$ cat src/rtl/ram_ctrl_pkg.sv
// Shared types and default widths for the ram_ctrl burst initiator.
// RAM_CTRL_CLEAR_EN adds the CLR state used by the memory-clear command.
package ram_ctrl_pkg;
  localparam int DW_DEF = 32;
  localparam int AW_DEF = 6;
  localparam int LW_DEF = 6;

  typedef enum logic [2:0] {
    IDLE,
    WR,
    RD_ADDR,
    RD_DATA,
    DONE
`ifdef RAM_CTRL_CLEAR_EN
    , CLR
`endif
  } state_t;
endpackage

$ cat src/rtl/ram_ctrl_addr_gen.sv
// Loadable address/remaining-beat counter pair shared by every burst type.
module ram_ctrl_addr_gen #(
  parameter int AW = 6,
  parameter int RW = 6
) (
  input  logic          clk,
  input  logic          rst_n,
  input  logic          load,
  input  logic          step,
  input  logic [AW-1:0] load_addr,
  input  logic [RW-1:0] load_len,
  output logic [AW-1:0] cur_addr,
  output logic [AW-1:0] next_addr,
  output logic          last
);
  logic [RW-1:0] remaining;

  always_ff @(posedge clk or negedge rst_n) begin
    if (!rst_n) begin
      cur_addr  <= '0;
      remaining <= '0;
    end else if (load) begin
      cur_addr  <= load_addr;
      remaining <= load_len;
    end else if (step) begin
      cur_addr  <= cur_addr + AW'(1);
      remaining <= remaining - RW'(1);
    end
  end

  // address arithmetic wraps modulo 2^AW by construction
  assign next_addr = cur_addr + AW'(1);
  assign last      = (remaining == '0);
endmodule

$ cat src/rtl/ram_ctrl.sv
// Burst RAM initiator: one read/write command at a time, streams beats to/from the RAM.
// Optional RAM_CTRL_CLEAR_EN adds a cmd_clear command that zeroes the whole array.
//
// state   | meaning
// IDLE    | cmd_ready high, waiting for a command
// WR      | accepting write beats, one RAM write per handshake
// RD_ADDR | RAM address registered, waiting for q
// RD_DATA | read beat presented, held until rd_ready
// DONE    | last write lands (write path), then one-cycle done pulse
// CLR     | writing zero to every address (RAM_CTRL_CLEAR_EN only)
module ram_ctrl
  import ram_ctrl_pkg::*;
#(
  parameter int DW = DW_DEF,
  parameter int AW = AW_DEF,
  parameter int LW = LW_DEF
) (
  input  logic          clk,
  input  logic          rst_n,
  input  logic          cmd_valid,
  output logic          cmd_ready,
  input  logic          cmd_write,
`ifdef RAM_CTRL_CLEAR_EN
  input  logic          cmd_clear,
`endif
  input  logic [AW-1:0] cmd_addr,
  input  logic [LW-1:0] cmd_len,
  input  logic          wr_valid,
  output logic          wr_ready,
  input  logic [DW-1:0] wr_data,
  output logic          rd_valid,
  input  logic          rd_ready,
  output logic [DW-1:0] rd_data,
  output logic          busy,
  output logic          done,
  output logic          mem_we,
  output logic [AW-1:0] mem_addr,
  output logic [DW-1:0] mem_data,
  input  logic [DW-1:0] mem_q
);
  localparam int RW = (LW > AW) ? LW : AW;

  state_t        state;
  logic          cmd_fire;
  logic          wr_fire;
  logic          ag_step;
  logic [AW-1:0] ag_addr_in;
  logic [RW-1:0] ag_len_in;
  logic [AW-1:0] cur_addr;
  logic [AW-1:0] next_addr;
  logic          last;

  assign rd_data  = mem_q;
  assign cmd_fire = cmd_valid && cmd_ready;
  assign wr_fire  = wr_valid && wr_ready;

  always_comb begin
    ag_addr_in = cmd_addr;
    ag_len_in  = RW'(cmd_len);
`ifdef RAM_CTRL_CLEAR_EN
    if (cmd_clear) begin
      ag_addr_in = '0;
      ag_len_in  = RW'((2 ** AW) - 1);
    end
`endif
    ag_step = 1'b0;
    case (state)
      WR:      ag_step = wr_fire;
      RD_DATA: ag_step = rd_ready;
`ifdef RAM_CTRL_CLEAR_EN
      CLR:     ag_step = 1'b1;
`endif
      default: ag_step = 1'b0;
    endcase
  end

  ram_ctrl_addr_gen #(.AW(AW), .RW(RW)) u_addr_gen (
    .clk       (clk),
    .rst_n     (rst_n),
    .load      (cmd_fire),
    .step      (ag_step),
    .load_addr (ag_addr_in),
    .load_len  (ag_len_in),
    .cur_addr  (cur_addr),
    .next_addr (next_addr),
    .last      (last)
  );

  always_ff @(posedge clk or negedge rst_n) begin
    if (!rst_n) begin
      state     <= IDLE;
      cmd_ready <= 1'b0;
      wr_ready  <= 1'b0;
      rd_valid  <= 1'b0;
      busy      <= 1'b0;
      done      <= 1'b0;
      mem_we    <= 1'b0;
      mem_addr  <= '0;
      mem_data  <= '0;
    end else begin
      mem_we <= 1'b0;
      case (state)
        IDLE: begin
          if (cmd_fire) begin
            cmd_ready <= 1'b0;
            busy      <= 1'b1;
`ifdef RAM_CTRL_CLEAR_EN
            if (cmd_clear) state <= CLR;
            else
`endif
            if (cmd_write) begin
              state    <= WR;
              wr_ready <= 1'b1;
            end else begin
              // address goes out now so q is valid when RD_DATA starts
              state    <= RD_ADDR;
              mem_addr <= cmd_addr;
            end
          end else begin
            cmd_ready <= 1'b1;
          end
        end
        WR: begin
          if (wr_fire) begin
            mem_we   <= 1'b1;
            mem_addr <= cur_addr;
            mem_data <= wr_data;
            if (last) begin
              state    <= DONE;
              wr_ready <= 1'b0;
            end
          end
        end
        RD_ADDR: begin
          state    <= RD_DATA;
          rd_valid <= 1'b1;
        end
        RD_DATA: begin
          if (rd_ready) begin
            rd_valid <= 1'b0;
            if (last) begin
              state <= DONE;
              done  <= 1'b1;
            end else begin
              state    <= RD_ADDR;
              mem_addr <= next_addr;
            end
          end
        end
`ifdef RAM_CTRL_CLEAR_EN
        CLR: begin
          mem_we   <= 1'b1;
          mem_addr <= cur_addr;
          mem_data <= '0;
          if (last) state <= DONE;
        end
`endif
        DONE: begin
          // write paths arrive with done low: let the last write land first
          if (done) begin
            done      <= 1'b0;
            busy      <= 1'b0;
            cmd_ready <= 1'b1;
            state     <= IDLE;
          end else begin
            done <= 1'b1;
          end
        end
        default: state <= IDLE;
      endcase
    end
  end
endmodule

$ cat config.mk
export PLATFORM = sky130hd
export DESIGN_NAME = ram_ctrl
export DESIGN_NICKNAME = d
export VERILOG_FILES = /design/src/rtl/ram_ctrl_pkg.sv /design/src/rtl/ram_ctrl_addr_gen.sv /design/src/rtl/ram_ctrl.sv
export SDC_FILE = /design/constraint.sdc
export NUM_CORES = 1
export LEC_CHECK = 0
export ABC_CLOCK_PERIOD_IN_PS = 1500
export CORE_MARGIN = 1
export CORE_UTILIZATION = 32
export CTS_BUF_LIST = sky130_fd_sc_hd__clkbuf_16
export CTS_CLUSTER_DIAMETER = 200
export DETAILED_ROUTE_END_ITERATION = 7
export MAX_ROUTING_LAYER = met4
export PLACE_DENSITY = 0.69
export RECOVER_POWER = 100
export SYNTH_ARGS = -nofsm -noshare
export SYNTH_HDL_FRONTEND = slang
export SYNTH_SLANG_ARGS = --single-unit
$ cat constraint.sdc
create_clock -name clk -period 1.5 [get_ports clk]
set_input_delay 0.225 -clock clk [delete_from_list [all_inputs] [get_ports clk]]
set_output_delay 0.225 -clock clk [all_outputs]
set_load 0.01 [all_outputs]
# ---- Word-level counts from Yosys, hierarchy flattened
# Index checks and enable logic that the tools add are counted.
dict set report totals {
  input_bits 82
  regBits 59
  out_inout_bits 76
}
dict set report classes {
  n_mux 38
  n_eq_ne 13
  n_reduce_logical 18
  n_addsub 2
}
# cell count
set op_table {}
lappend op_table {{$mux 6} 9}
lappend op_table {{$mux 3} 6}
lappend op_table {{$ne 2x2->1 const B} 9}
lappend op_table {{$pmux 6 s3} 1}
lappend op_table {{$pmux 3 s5} 1}
lappend op_table {{$mux 1} 14}
lappend op_table {{$pmux 1 s2} 6}
lappend op_table {{$reduce_and 5->1} 2}
lappend op_table {{$reduce_bool 2->1} 5}
lappend op_table {{$add 6x1->6 const B} 1}
lappend op_table {{$eq 3x2->1 const B} 2}
lappend op_table {{$logic_not 6->1} 1}
lappend op_table {{$reduce_and 2->1} 3}
lappend op_table {{$reduce_and 3->1} 2}
lappend op_table {{$reduce_and 6->1} 1}
lappend op_table {{$sub 6x1->6 const B} 1}
lappend op_table {{$eq 3x1->1 const B} 1}
lappend op_table {{$eq 3x3->1 const B} 1}
lappend op_table {{$logic_not 3->1} 1}
lappend op_table {{$reduce_bool 3->1} 1}
lappend op_table {{$logic_and 1x1->1} 2}
lappend op_table {{$mux 2} 1}

# ---- Depth between registers and ports, before layout
# Gate-level depths: netlist of run 1.
dict set report logic_depth {
  word_depth 4
  ltp_mapped 6
}

# ---- By module
# From an unflattened synthesis of run 1, not the netlist that was laid out.
dict set report hier_totals {
  hier_cells 276
  area_unflattened_um2 3075.4
}
# module cells_per_inst seq_area_each_um2 instances area_per_inst_um2
set by_module_without_submodules {}
lappend by_module_without_submodules {ram_ctrl 196 1176.1 1 2314.7}
lappend by_module_without_submodules {ram_ctrl_addr_gen 80 300.3 1 760.7}

# ---- Worst setup path after synthesis of run 1
# OpenSTA, ideal clock, no wires.
dict set report synth_path {
  path_type {register to register}
  start {reg wr_ready}
  end {reg u_addr_gen.remaining[4]}
  setup_ns 0.069
  period_less_slack_ns 1.718
  t_required_ns 1.431
  stages_incl_launch_ff 6
  slack_ns -0.218
  arrival_time_ns 1.649
  cell_sequence {dfrtp_1 -> a21oi_1 -> or3_1 -> buf_2 -> or4_1 -> nand3_1}
}
dict set report synth_between {
  elab_chain_cells 3
}
# item line_no
set synth_lines {}
lappend synth_lines {{start: declaration} ram_ctrl.sv:29} ;# output logic wr_ready,
lappend synth_lines {{start signal: assignment} ram_ctrl.sv:93} ;# wr_ready <= 1'b0;
lappend synth_lines {{start signal: assignment} ram_ctrl.sv:113} ;# wr_ready <= 1'b1;
lappend synth_lines {{start signal: assignment} ram_ctrl.sv:130} ;# wr_ready <= 1'b0;
lappend synth_lines {{$logic_and 1x1->1} ram_ctrl.sv:55} ;# assign wr_fire = wr_valid && wr_ready;
lappend synth_lines {{$pmux 1 s2} ram_ctrl.sv:67} ;# case (state)
lappend synth_lines {{$reduce_bool 2->1 (no line)} n/a}
lappend synth_lines {{end signal: assignment} ram_ctrl_addr_gen.sv:24} ;# remaining <= load_len;
lappend synth_lines {{end signal: assignment} ram_ctrl_addr_gen.sv:27} ;# remaining <= remaining - RW'(1);
lappend synth_lines {{end: declaration} ram_ctrl_addr_gen.sv:16} ;# logic [RW-1:0] remaining;
# No other way between the ends.
# A chain may end at the register's enable or synchronous reset.

# ---- Worst setup path in the final report of run 1
dict set report layout_path {
  start {reg wr_ready}
  end {reg mem_addr[2]}
}
dict set report layout_between {
  elab_chain_cells 3
}
# item line_no
set layout_lines {}
lappend layout_lines {{$logic_and 1x1->1} ram_ctrl.sv:55}
lappend layout_lines {{$ne 2x2->1 (no line)} n/a}
lappend layout_lines {{$reduce_and 6->1 (no line)} n/a}
lappend layout_lines {{end signal: assignment} ram_ctrl.sv:117} ;# mem_addr <= cmd_addr;
lappend layout_lines {{end signal: assignment} ram_ctrl.sv:126} ;# mem_addr <= cur_addr;
lappend layout_lines {{end signal: assignment} ram_ctrl.sv:146} ;# mem_addr <= next_addr;
lappend layout_lines {{end: declaration} ram_ctrl.sv:37} ;# output logic [AW-1:0] mem_addr,
# No other way between the ends.

==> results of run 1 <==
## metrics by stage
stage / hold slack, ps / power, mW
finish: 450 / 8.87
global route: 450 / 9.40
CTS: 448 / 8.51
detailed placement: 263 / 6.35
global placement: 254 / 6.23
floorplan: -70.6 / 4.47
## layout make-up
type / instances / area, um2 / share of cell area [%]
Sequential cell: 59 / 1480 / 30.8
Clock inverter: 7 / 61.3 / 1.28
Multi-Input combinational cell: 167 / 1460 / 30.5
Clock buffer: 9 / 225 / 4.69
Tap cell: 108 / 135 / 2.82
Timing Repair Buffer: 142 / 1410 / 29.4
Inverter: 7 / 26.3 / 0.547
## power by group
part	leakage [nW]	internal [mW]	switching (mW)
logic	1.17	2.54	1.55
registers	0.715	2.31	0.478
clock network	0.138	1.26	0.724
## how the worst max path moves through the flow
stage	start	end	slack (ps)	cells past startpoint
after global routing	wr_ready	mem_addr[2]	-210	7
final	wr_ready	mem_addr[2]	-140	7
after detailed placement	wr_valid	mem_addr[0]	-530	6
after CTS	u_addr_gen.remaining[1]	mem_addr[4]	-100	7
after global placement	wr_valid	u_addr_gen.cur_addr[5]	-480	5
after floorplan	u_addr_gen.remaining[0]	mem_addr[2]	-90	6
## what timing repair did
| action | 4_1_cts | 5_1_grt |
|---|---|---|
| resized for setup | 12 | 59 |
| pin swaps | 5 | 12 |
| endpoints found under the setup margin | 49 | 53 |
| hold endpoints to repair | 59 | 0 |
| hold buffers | 1 | 0 |
| buffers inserted | 3 | 3 |
| cloned | 0 | 4 |
## state kept, by name (all words and copies together) (netlist names)
signal / cells
mem_data: 32
mem_we: 1
cmd_ready: 1
state: 3
u_addr_gen.cur_addr: 6
mem_addr: 6
busy: 1
rd_valid: 1
done: 1
u_addr_gen.remaining: 6
wr_ready: 1
## metal layers
metal | global-route usage (%) | part of all wire, %
met5 | - | 0
met4 | 7.46 | 1.7
met3 | 3.48 | 5.3
met2 | 27.2 | 49
met1 | 18.9 | 44
## cell usage after synthesis, drive strengths merged, types with 2 or more instances
library cell,instances
inv,7
clkbuf,8
ha,3
xor2,4
buf,38
o21bai,2
or4,4
nand4,3
nor2,13
a31oi,8
nor4,2
dfrtp,59
o211ai,2
nand3,8
o21ai,15
nand2,22
nor3,6
a21oi,9
or3,6
mux2i,3
nor2b,3
xnor2,5
nand2b,2
mux2,38
## layout by cell type (no fill, tap or decap), drive strengths merged, types with 3 or more instances in the layout
cell / n
mux2i: 3
nand2: 22
nor2: 13
nor2b: 3
nor3: 6
clkdlybuf4s50: 88
a21oi: 9
inv: 8
dlygate4sd2: 3
clkinv: 3
mux2: 38
o21ai: 15
xnor2: 5
nand4: 3
buf: 44
clkbuf: 14
ha: 3
or4: 4
dfrtp: 59
a31oi: 8
or3: 6
nand3: 8
xor2: 4
## critical path, stage by stage (launching register included)
cell	delay [ps]
dfrtp_2	370
buf_6	100
a21oi_4	40
buf_2	170
a221oi_2	270
o21ai_2	110
buf_12	150
mux2_4	290
## logic make-up after synthesis
| kind of cell | count (synthesis) |
|---|---|
| flops | 59 |
| mux | 41 |
| buf+inv | 53 |
| fa+ha+maj | 3 |
| compound gates | 42 |
| xor+xnor | 9 |
| simple gates | 72 |
==> results.toml, run 1 <==
[timing]
fin_worst_skew_ps = 7.74
clock.fmax_mhz = 610
fin_crit_ps = 1640
setup_viol = 32
period_share_pct = 109
setup_ws_ps = -139
maxSlewViolCount = 0
worstMarginPinSlew_ps = 845
rsz0062_at_grt = "yes"
relSlewSlack_pct = 43.6
hold_viol = 0
setup_tns_ps = -1390

[floorplanning]
initial_core_util_pct = 33.7
die_w_um = 98.8
die_h_um = 98.8
core_area_um2 = 8890
dieArea_um2 = 9770
ios = 158
num_rows = 34

[synthesis]
yosysUniqueCellTypes = 37
synth_warnings = 0
syn_area_per_cell_um2 = 10.8
synth_xor_area_share_pct = 2.63
syn_nets = 364
synth-compound-area-share_pct = 8.59
syn_area_um2 = 3000
synth_top_family_by_area = "multiplexers"
synth_edf_count = 0
async_reset_ff_share_pct = 100
yosysTopAreaCellShare_pct = 49.2
synth_area_leader_cell = "dfrtp_1"
synthCells = 279
synth_seq_cells = 59
synthFlopType = "dfrtp_1"
synth_area_leaders = "dfrtp_1 (49%), mux2_2 (14%), buf_4 (8.0%)"
synth-simple-area-share_pct = 12.2
synthAdderAreaFrac_pct = 1.25
ys_seq_area_share_pct = 49.2
synthMuxAreaShare_pct = 15.3

[worst_setup_path]
r2r-end = "mem_addr[2]"
critPathLaunchType = "flip-flop"
rrSetupSlack_ps = -140
regToRegStartpoint = "wr_ready"
worstSetupPathType = "flip-flop to flip-flop"
end_kind = "flip-flop"
worst_r2r_path_depth = 7
cp_max_fo = 6
critical_path_arrival_ps = 1840
required_ps = 1700

[clocking]
clock_latency_ps = 330
cts_buffers = 9
cts.reportedPaths.clkPinSlew_ps = 60
clock_tree.buffer_depth = 2
htreeDepth = 3
cts_sinks = 59
cts_root_buf = "clkbuf_16"
cts_tree = "yes"

[outcome]
violations = "setup timing"
outcome = "finished with violations"

[routing]
drt-total-wl_um = 8040
post_drt_via_cell_ratio = 5.01
drtIter0Drc = 72
wl_per_cell_um = 16.1
via_count = 2498
first_pass_iters = 6
ant_nets = 0
drc_errors = 0

[grt]
grt_start_max_net_pins = 60
antenna_found_initial = 0
grt_pass1_wl_um = 12200
grt_util_all_layers_pct = 16.3
grt_pass1_vias = 2516
gr-total-overflow = 0

[worst_hold_path]
min_to = "rd_data[18]"
min_path_type = "primary input to primary output"
min_from = "mem_q[18]"
min_delay_path_depth = 0

[layout]
nets = 471
synthToLayoutAreaGrowth_pct = 60.0
diodes = 0
final_util_pct = 54.0
fill_cells = 752
fin_area_um2 = 4800
final_layout_size_suffix_gt1_share_pct = 32.7
final_cells = 499

[placement]
post-place-cells = 472
gp_congestion = 0.831
dp_hpwl_um = 5220
dpl_worst_slack_ps = -530
numPortBuffers = 93
dpl-instance-area_um2 = 4140

[job]
maxCapViolCount = 0

[pwr]
powerDensity_nw_per_um2 = 1850
max-vdd-ir-drop_uv = 597
leakage_nw = 2.03
No activity file was read; power rests on OpenSTA's default activity.
==> inputs of run 2 (changes only) <==
--- a/config.mk
+++ b/config.mk
@@ -5,14 +5,14 @@
 export SDC_FILE = /design/constraint.sdc
 export NUM_CORES = 1
 export LEC_CHECK = 0
-export ABC_CLOCK_PERIOD_IN_PS = 1500
+export ABC_CLOCK_PERIOD_IN_PS = 1750
 export CORE_MARGIN = 1
 export CORE_UTILIZATION = 32
 export CTS_BUF_LIST = sky130_fd_sc_hd__clkbuf_16
 export CTS_CLUSTER_DIAMETER = 200
 export DETAILED_ROUTE_END_ITERATION = 7
 export MAX_ROUTING_LAYER = met4
-export PLACE_DENSITY = 0.69
+export PLACE_DENSITY = 0.66
 export RECOVER_POWER = 100
 export SYNTH_ARGS = -nofsm -noshare
 export SYNTH_HDL_FRONTEND = slang
==> constraint.sdc (replaced) <==
create_clock -name clk -period 1.75 [get_ports clk]
set_input_delay 0.2625 -clock clk [delete_from_list [all_inputs] [get_ports clk]]
set_output_delay 0.2625 -clock clk [all_outputs]
set_load 0.01 [all_outputs]
==> run 2 against run 1 <==
Net effect:
- the flow now finishes without violations
- die area unchanged
- combinational power shrank 33%
- critical path depth is the same
- count of clock-buffer cells in the layout unchanged
- clock skew about the same
- global-route usage shrank 0.67 points
- worst setup slack improved by 220 ps
- cell count is 2.6% lower
- highest routed layer unchanged
- sequential power decreased by 17%
- sequential share of layout area is 2.9 points higher
==> results.toml, run 2 (synthesis results as in run 1) <==
[outcome]
outcome = "complete, no violations"

[worst_hold_path]
min_path_type = "flip-flop to flip-flop"

[timing]
rsz0062_at_grt = "no"
worstMarginPinSlew_ps = 1030
setup_tns_ps = 0
fin_worst_skew_ps = 7.87
setup_viol = 0
fin_crit_ps = 1660
relSlewSlack_pct = 31.1
hold_viol = 0
setup_ws_ps = 86.0
period_share_pct = 95.1
clock.fmax_mhz = 601
maxSlewViolCount = 0

[placement]
gp_congestion = 0.813
dp_hpwl_um = 5170
dpl_worst_slack_ps = -263
dpl-instance-area_um2 = 4060
numPortBuffers = 93

[layout]
multi_input_area_um2 = 1210
final_util_pct = 49.2
fill_cells = 829
synthToLayoutAreaGrowth_pct = 45.8
final_cell_mix = "dfrtp_1 (59), clkdlybuf4s50_1 (49), dlygate4sd3_1 (44), mux2_2 (38), buf_4 (29)"
seq_area_um2 = 1480
fin_area_um2 = 4380
final_layout_size_suffix_gt1_share_pct = 23.8
largest_reg_flops = 32
regMostFlops = "mem_data"
final_common_cell = "dfrtp_1"
diodes = 0
nets = 459

[floorplanning]
ios = 158
initial_core_util_pct = 33.7
num_rows = 34
core_area_um2 = 8890
dieArea_um2 = 9770
die_w_um = 98.8
die_h_um = 98.8

[clocking]
cts.reportedPaths.clkPinSlew_ps = 50
cts_sinks = 59
clock_tree.buffer_depth = 2
cts_buffers = 9
clock_latency_ps = 320
cts_tree = "yes"
cts_root_buf = "clkbuf_16"
htreeDepth = 3

[grt]
antenna_found_initial = 0
gr-total-overflow = 0
grt_pass1_vias = 2410
grt_pass1_wl_um = 11600
grt_util_all_layers_pct = 15.7
grt_start_max_net_pins = 28

[routing]
drc_errors = 0
ant_nets = 0
first_pass_iters = 4
via_count = 2368
drt-total-wl_um = 6880
wl_per_cell_um = 14.2
drtIter0Drc = 62
post_drt_via_cell_ratio = 4.87

[worst_setup_path]
worstSetupPathType = "flip-flop to flip-flop"
critPathLaunchType = "flip-flop"
cp_max_fo = 2
critical_path_arrival_ps = 1920
required_ps = 2010
end_kind = "flip-flop"

[pwr]
max-vdd-ir-drop_uv = 631
powerDensity_nw_per_um2 = 1570
leakage_nw = 1.86

[job]
maxCapViolCount = 0
-- run 2: per-stage QoR --
step / power [mW] / hold WS [ps] / instances
after floorplan: 3.74 / -33.1 / 279
after global placement: 5.22 / 227 / 469
after detailed placement: 5.30 / 225 / 469
after CTS: 7.18 / 420 / 486
after global routing: 7.35 / 516 / 486
final: 6.89 / 494 / 486
-- run 2: power breakdown --
group / switching [mW] / internal (mW)
clock network: 0.601 / 1.23
registers: 0.340 / 1.98
logic: 1.16 / 1.58
total: 2.10 / 4.79
-- run 2: critical path, stage by stage, from the launching register on --
cell,delay [ps]
dfrtp_1,370
inv_1,70
clkbuf_4,130
ha_1,140
inv_1,60
or3_1,320
or4_1,410
nand3_1,100
-- run 2: layout make-up --
cell class | count | area share (%)
inverter | 7 | 0.601
clock buffer | 9 | 5.15
clock inverter | 6 | 1.86
tap | 108 | 3.09
sequential | 59 | 33.7
timing repair buffer | 130 | 27.9
multi-input combinational | 167 | 27.7
-- run 2: what timing repair did --
action	4_1_cts	5_1_grt
endpoints found under the setup margin	5	8
gates resized for setup	0	2
hold buffers	1	0
hold endpoints to repair	17	0
gates cloned	0	0
setup buffers	1	0
pin swaps	1	0
-- run 2: worst paths after layout --
kind                                              start  slack, ps  cells after the start                 endpoint
worst max-delay path            u_addr_gen.remaining[1]         90                      7  u_addr_gen.remaining[4]
worst min-delay path                           rd_valid        490                      1                 rd_valid
worst max register to register  u_addr_gen.remaining[1]         90                      7  u_addr_gen.remaining[4]
worst min register to register                 rd_valid        490                      1                 rd_valid
max in group asynchronous                         rst_n        310                      3             mem_data[23]
min in group asynchronous                         rst_n        650                      2              mem_data[9]
-- run 2: routing by layer --
metal	part of all wire, %	up-vias	GRT usage (%)
li1	-	1139	-
met1	44	1111	18.6
met2	46	99	24.6
met3	7.5	19	4.26
met4	2.1	0	7.69
met5	0	-	-
